$ cat config.mk
export PLATFORM = sky130hd
export DESIGN_NAME = pm_min_scheduler
export DESIGN_NICKNAME = d
export VERILOG_FILES = /design/src/rtl/pm_min_scheduler_pkg.sv /design/src/rtl/pm_min_reduce.sv /design/src/rtl/pm_min_scheduler.sv
export SDC_FILE = /design/constraint.sdc
export NUM_CORES = 1
export LEC_CHECK = 0
export ABC_AREA = 1
export CAP_MARGIN = 20
export CORE_MARGIN = 4
export CORE_UTILIZATION = 47
export DETAILED_ROUTE_END_ITERATION = 10
export PLACE_DENSITY = 0.85
export SLEW_MARGIN = 20
export SYNTH_ARGS = -nofsm -noshare
export SYNTH_HDL_FRONTEND = slang
export SYNTH_SLANG_ARGS = --single-unit
export TNS_END_PERCENT = 50
$ cat constraint.sdc
create_clock -name clk -period 1.7 [get_ports clk]
set_input_delay 0.425 -clock clk [delete_from_list [all_inputs] [get_ports clk]]
set_output_delay 0.425 -clock clk [all_outputs]
set_load 0.01 [all_outputs]
$ cat src/rtl/pm_min_scheduler_pkg.sv
// Shared parameters, FSM encoding and modular compare for the path-metric min search.
package pm_min_scheduler_pkg;

  localparam int unsigned SM_W       = 8;
  localparam int unsigned LANES      = 32;
  localparam int unsigned NUM_SLICES = 2;
  localparam int unsigned U          = 1;
  localparam int unsigned LANE_W     = $clog2(LANES);
  localparam int unsigned IDX_W      = $clog2(LANES * NUM_SLICES);
  localparam int unsigned RD_W       = LANES * SM_W;

  typedef enum logic [1:0] {
    ST_IDLE = 2'd0,
    ST_RD   = 2'd1,
    ST_WT   = 2'd2,
    ST_DONE = 2'd3
  } state_e;

  // Wrap-around metric compare: a < b when (a - b) mod 2^SM_W has its MSB set.
  function automatic logic mod_lt(input logic [SM_W-1:0] a, input logic [SM_W-1:0] b);
    logic [SM_W-1:0] diff;
    diff = a - b;
    return diff[SM_W-1];
  endfunction

endpackage

$ cat src/rtl/pm_min_reduce.sv
// Combinational LANES-way modular-min tree; lower lane wins on ties.
module pm_min_reduce
  import pm_min_scheduler_pkg::*;
(
  input  logic [RD_W-1:0]   pm_slice,
  output logic [SM_W-1:0]   min_pm_c,
  output logic [LANE_W-1:0] min_lane_c
);

  // Heap layout: node i has children 2i+1 (lower lanes) and 2i+2; leaves hold lanes in order.
  localparam int unsigned NODES = 2 * LANES - 1;

  logic [SM_W-1:0]   node_pm   [NODES];
  logic [LANE_W-1:0] node_lane [NODES];

  // Fill leaves, then fold pairwise from the bottom level up to the root.
  always_comb begin
    for (int i = 0; i < int'(NODES); i++) begin
      node_pm[i]   = '0;
      node_lane[i] = '0;
    end
    for (int j = 0; j < int'(LANES); j++) begin
      node_pm[int'(LANES) - 1 + j]   = pm_slice[j*SM_W +: SM_W];
      node_lane[int'(LANES) - 1 + j] = LANE_W'(j);
    end
    for (int i = int'(LANES) - 2; i >= 0; i--) begin
      // Right child replaces left only when strictly less, so ties keep the lower lane.
      if (mod_lt(node_pm[2*i+2], node_pm[2*i+1])) begin
        node_pm[i]   = node_pm[2*i+2];
        node_lane[i] = node_lane[2*i+2];
      end else begin
        node_pm[i]   = node_pm[2*i+1];
        node_lane[i] = node_lane[2*i+1];
      end
    end
  end

  assign min_pm_c   = node_pm[0];
  assign min_lane_c = node_lane[0];

endmodule

$ cat src/rtl/pm_min_scheduler.sv
// Scans the path-metric store slice by slice and reports the minimum-metric state.
module pm_min_scheduler
  import pm_min_scheduler_pkg::*;
(
  input  logic              clk,
  input  logic              rst_n,
  input  logic              start,
  output logic              busy,
  output logic              done,
  output logic              pm_rd_en,
  output logic [U-1:0]      pm_rd_slice,
  input  logic [RD_W-1:0]   pm_rd_data,
  output logic [IDX_W-1:0]  min_state,
  output logic [SM_W-1:0]   min_pm
);

  state_e            state_q, state_d;
  logic [U-1:0]      cnt_q, cnt_d;
  logic [SM_W-1:0]   best_pm_q, best_pm_d;
  logic [IDX_W-1:0]  best_state_q, best_state_d;
  logic [IDX_W-1:0]  min_state_q, min_state_d;
  logic [SM_W-1:0]   min_pm_q, min_pm_d;
  logic              busy_q, busy_d;
  logic              done_q, done_d;
  logic              rd_en_q, rd_en_d;
  logic [U-1:0]      rd_slice_q, rd_slice_d;

  logic [SM_W-1:0]   red_pm;
  logic [LANE_W-1:0] red_lane;
  logic [IDX_W-1:0]  cand_state;
  logic              last_slice;

  pm_min_reduce u_reduce (
    .pm_slice   (pm_rd_data),
    .min_pm_c   (red_pm),
    .min_lane_c (red_lane)
  );

  assign last_slice = (cnt_q == U'(NUM_SLICES - 1));
  assign cand_state = {cnt_q, red_lane};

  // State, datapath and output registers.
  always_ff @(posedge clk or negedge rst_n) begin
    if (!rst_n) begin
      state_q      <= ST_IDLE;
      cnt_q        <= '0;
      best_pm_q    <= '0;
      best_state_q <= '0;
      min_state_q  <= '0;
      min_pm_q     <= '0;
      busy_q       <= 1'b0;
      done_q       <= 1'b0;
      rd_en_q      <= 1'b0;
      rd_slice_q   <= '0;
    end else begin
      state_q      <= state_d;
      cnt_q        <= cnt_d;
      best_pm_q    <= best_pm_d;
      best_state_q <= best_state_d;
      min_state_q  <= min_state_d;
      min_pm_q     <= min_pm_d;
      busy_q       <= busy_d;
      done_q       <= done_d;
      rd_en_q      <= rd_en_d;
      rd_slice_q   <= rd_slice_d;
    end
  end

  // Next-state logic; start is only honoured from IDLE or DONE.
  always_comb begin
    state_d = state_q;
    unique case (state_q)
      ST_IDLE: if (start) state_d = ST_RD;
      ST_RD:   state_d = ST_WT;
      ST_WT:   state_d = last_slice ? ST_DONE : ST_RD;
      ST_DONE: state_d = start ? ST_RD : ST_IDLE;
      default: state_d = ST_IDLE;
    endcase
  end

  // Slice counter, running best and published result.
  always_comb begin
    cnt_d        = cnt_q;
    best_pm_d    = best_pm_q;
    best_state_d = best_state_q;
    min_state_d  = min_state_q;
    min_pm_d     = min_pm_q;
    unique case (state_q)
      ST_IDLE, ST_DONE: begin
        if (start) cnt_d = '0;
      end
      ST_WT: begin
        // Earlier slice keeps a tie because replacement needs strictly less.
        if ((cnt_q == '0) || mod_lt(red_pm, best_pm_q)) begin
          best_pm_d    = red_pm;
          best_state_d = cand_state;
        end
        if (last_slice) begin
          min_pm_d    = best_pm_d;
          min_state_d = best_state_d;
        end else begin
          cnt_d = cnt_q + U'(1);
        end
      end
      default: ;
    endcase
  end

  // Registered outputs follow the state being entered.
  always_comb begin
    busy_d     = 1'b0;
    done_d     = 1'b0;
    rd_en_d    = 1'b0;
    rd_slice_d = '0;
    unique case (state_d)
      ST_RD: begin
        busy_d     = 1'b1;
        rd_en_d    = 1'b1;
        rd_slice_d = cnt_d;
      end
      ST_WT:   busy_d = 1'b1;
      ST_DONE: done_d = 1'b1;
      default: ;
    endcase
  end

  assign busy        = busy_q;
  assign done        = done_q;
  assign pm_rd_en    = rd_en_q;
  assign pm_rd_slice = rd_slice_q;
  assign min_state   = min_state_q;
  assign min_pm      = min_pm_q;

endmodule

==> results_dict.tcl, run 1 <==
set metrics [dict create \
    clockRootBuffer "clkbuf_16" \
    synth_area_per_cell_um2 5.596 \
    start_util 0.4803 \
    stop_stage "clock tree synthesis (4_1_cts)" \
    yosys-top-cells-area "nand2_1, ha_1, inv_1" \
    ys_seq_elements 35 \
    rows 55 \
    clockBufferDepth 2 \
    htree_levels 2 \
    die_h_um 160.6 \
    yosys_warnings 0 \
    synth_edf_count 0 \
    synth_top_family_by_area "simple AND/OR/NAND/NOR gates" \
    io_pins 277 \
    place_congestion 0.9447 \
    synth-xor-area-share 0.02710 \
    cts_resized 1027 \
    synth.net_count 2390 \
    synthFlopType "dfrtp_1" \
    synthDistinctLibCells 41 \
    synth_area_leader_cell "nand2_1" \
    post-dp-hpwl_um 35770 \
    synth_top_area_share 0.2580 \
    syn-cell-area_um2 10940 \
    synth_mux_area_frac 0.01109 \
    port_buffers 276 \
    placed_cell_area_um2 18120 \
    synth-adder-area-share 0.2013 \
    synth_cells 1955 \
    seq_area_frac_synth 0.08005 \
    synth-compound-area-share 0.1458 \
    status "stopped before the end" \
    synthSimpleGateAreaFrac 0.4222 \
    stop_error "[ERROR DPL-0038] Utilization greater than 100%, impossible to legalize" \
    synthArstFlopShare 1.000 \
    cts_buffers 5 \
    clock_sinks 35 \
    postCtsSetupRepairBufs 254 \
    hold_buffers 0 \
    place_inst 2991 \
    fp.dieW_um 160.6 \
]
## metrics by stage
step / hold slack (ns) / setup slack [ns]
after global placement: 0.4618 / -7.257
after detailed placement: 0.4656 / -7.736
after floorplan: 0.1294 / -6.315
## logic make-up after synthesis
kind of cell / count (synthesis)
AOI/OAI and AO/OA: 294
buffers and inverters: 313
DFF: 35
adders and majority gates: 176
and+or+nand+nor: 1092
muxes: 12
xor gates and xnor gates: 33
## Yosys cell counts (9+ instances only)
| cell | instances |
|---|---|
| nand2_1 | 752 |
| inv_1 | 264 |
| ha_1 | 176 |
| nand3_1 | 167 |
| o21ai_0 | 166 |
| nor2_1 | 66 |
| a21oi_1 | 63 |
| nand2_2 | 60 |
| dfrtp_1 | 35 |
| nand4_1 | 23 |
| clkbuf_1 | 22 |
| xor2_1 | 21 |
| o21ai_1 | 20 |
| inv_2 | 13 |
| a211oi_1 | 12 |
| a21o_1 | 11 |
| mux2i_1 | 11 |
| xnor2_1 | 11 |
| nor2_2 | 9 |
==> inputs of run 2 (changes only) <==
CORE_UTILIZATION = 39   (was 47)
PLACE_DENSITY = unset   (was 0.85)
PLACE_DENSITY_LB_ADDON = 0.15   (was unset)
clock period = 2.2 ns   (was 1.7 ns; I/O delays follow)
==> run 2 against run 1 <==
Synthesized cell count unchanged. The flow now finishes, with violations (negative setup slack). Area after synthesis unchanged.
==> results_dict.tcl, run 2 <==
set metrics [dict create \
    max_slew_margin 0.6362 \
    fmax_mhz 117.4 \
    syn2layout_area_growth_pct 94.74 \
    core_area_um2 27710 \
    worstSkewPairLatency_ns 0.28 \
    antenna_found_initial 0 \
    synthFlopType "dfrtp_1" \
    crit_path_start "pm_rd_data[166]" \
    synth_edf_count 0 \
    port_buffers 276 \
    hold_buffers 0 \
    grt_start_max_net_pins 36 \
    fin_crit_sh 3.871 \
    final_antenna_net_count 0 \
    r2r-start "best_pm_q[4]" \
    synth_commonest_cells "nand2_1, inv_1, ha_1" \
    cp.required_ns 2.37 \
    seq_area_frac_synth 0.08005 \
    drv_slew 0 \
    place_inst 3116 \
    synth_most_common_cell "nand2_1" \
    min_path_cells 2 \
    hold_viol 0 \
    grt_pass1_wl_um 65510 \
    synth_top_area_share 0.2580 \
    wire_per_inst_um 13.27 \
    htree_levels 2 \
    rows 61 \
    critPathMaxStageDelay_ns 0.48 \
    yosys-top-cells-area "nand2_1, ha_1, inv_1" \
    hold_path_end "min_state[5]" \
    cts_tree "built" \
    worst-r2r-cell-count 11 \
    yosys_warnings 0 \
    grt_overflow_total 0 \
    final_common_cell "nand2_1" \
    setup_viol 28 \
    viasPerCell 4.901 \
    clockRootBuffer "clkbuf_16" \
    drive_gt1_frac 0.3904 \
    path_class "in -> reg" \
    via_count 15800 \
    worst_pin_slew_ns 0.5400 \
    maxCapViolCount 0 \
    crit_arrival_ns 8.68 \
    fp.dieW_um 175.5 \
    cp_slowest_cell "clkdlybuf4s50_1" \
    min_from "min_state[5]" \
    clk_pin_slew_ns 0.05 \
    r2r_slack_ns 0.16 \
    routed_wirelength_um 42780 \
    drc 0 \
    fillers 2041 \
    die_h_um 175.5 \
    grt.total_usage 0.2433 \
    final_nets 3280 \
    ys_seq_elements 35 \
    status "complete, but fails checks" \
    critPathCaptureType "flip-flop" \
    critPathMaxFanout 8 \
    cts_buffers 5 \
    fin_crit_ns 8.515 \
    finClkSkew_ns 0.003119 \
    start_util 0.3949 \
    place_congestion 0.8954 \
    rsz0062_at_grt "true" \
    syn-cell-area_um2 10940 \
    clock_sinks 35 \
    synth.net_count 2390 \
    hp-class "reg -> reg" \
    finalWorstSetupSlack_ns -6.315 \
    path_common_cell "nand2_4" \
    clockBufferDepth 2 \
    synthDistinctLibCells 41 \
    first_pass_iters 5 \
    timing.rr.end "min_pm[3]" \
    io_pins 277 \
    violations "negative setup slack" \
    fin_cells 3224 \
    worstSetupStartpointType "input pin" \
    synth_area_leader_cell "nand2_1" \
    layout_common_cells "nand2_1, buf_4, clkdlybuf4s50_1" \
    whs_ns 0.4736 \
    diodes 0 \
    synthArstFlopShare 1.000 \
    synth_cells 1955 \
    synth_area_per_cell_um2 5.596 \
    first_global_vias 15140 \
    post-dp-hpwl_um 32620 \
    die_area_um2 30800 \
    dr.first_iter.drc_count 665 \
]
==> run 2: routing by layer <==
metal	part of all wire	track usage
met2	0.52	0.4613
met5	0	0
met3	0.040	0.01851
met1	0.42	0.2987
met4	0.025	0.05621
==> run 2: critical path, delay by kind of cell <==
kind / cells / cell delay [ns]
AND/OR/NAND/NOR: 28 / 3.10
AO/OA/AOI/OAI: 15 / 2.66
adder cells (fa/ha/maj): 6 / 1.39
buffers and inverters: 6 / 0.97
==> run 2: timing repair <==
item	in CTS	in global routing
endpoints found under the setup margin	28	28
gates cloned	12	2
gates resized for setup	230	245
buffers inserted	45	41
hold endpoints to repair	0	0
pin swaps	112	126
==> run 2: cell type report <==
class / count / area, um^2 / area share
Clock inverter: 1 / 5.005 / 0.0002349
Inverter: 278 / 1076 / 0.05051
Tap cell: 378 / 473.0 / 0.02220
Clock buffer: 7 / 132.6 / 0.006225
Timing Repair Buffer: 904 / 7536 / 0.3537
Sequential cell: 35 / 875.8 / 0.04111
Multi-Input combinational cell: 1621 / 11210 / 0.5260
==> run 2: worst max-delay path by stage <==
stage / end / slack, ns / cells after the start
final: min_pm[3] / -6.32 / 55
after global routing: min_pm[3] / -6.89 / 54
after CTS: min_pm[6] / -6.06 / 53
after detailed placement: min_pm[6] / -7.48 / 52
after global placement: min_pm[7] / -7.07 / 52
after floorplan: min_state[2] / -5.94 / 61
==> run 2: kinds of logic (layout without fill, tap and decap cells) <==
kind of cell	Yosys count	in the layout	share of synthesized area
AND/OR/NAND/NOR	1092	1106	0.4222
buffers and inverters	313	1190	0.1124
AO/OA/AOI/OAI	294	294	0.1458
adder cells (fa/ha/maj)	176	176	0.2013
flip-flops	35	35	0.08005
XOR/XNOR	33	33	0.02710
multiplexers	12	12	0.01109
==> run 2: through the flow <==
stage / utilization / cell area [um^2] / setup slack [ns] / setup TNS [ns]
floorplan: - / 11700 / -5.940 / -165.38
global placement: 0.6724 / 18630 / -7.066 / -196.78
detailed placement: 0.6724 / 18630 / -7.475 / -207.52
CTS: 0.7171 / 19870 / -6.056 / -168.16
global route: 0.7690 / 21310 / -6.891 / -190.42
finish: 0.7690 / 21310 / -6.315 / -174.80
Power of run 2 is left out: the tool's default activity adds up to more than one toggle a clock period on the data nets, which glitch-free logic cannot reach.
==> inputs of run 3 (changes only) <==
CTS_CLUSTER_DIAMETER = 40   (was unset)
==> results of run 3 <==
Final layout, timing and power as in run 2 (identical DEF).
Power of run 3 is left out for the same reason.
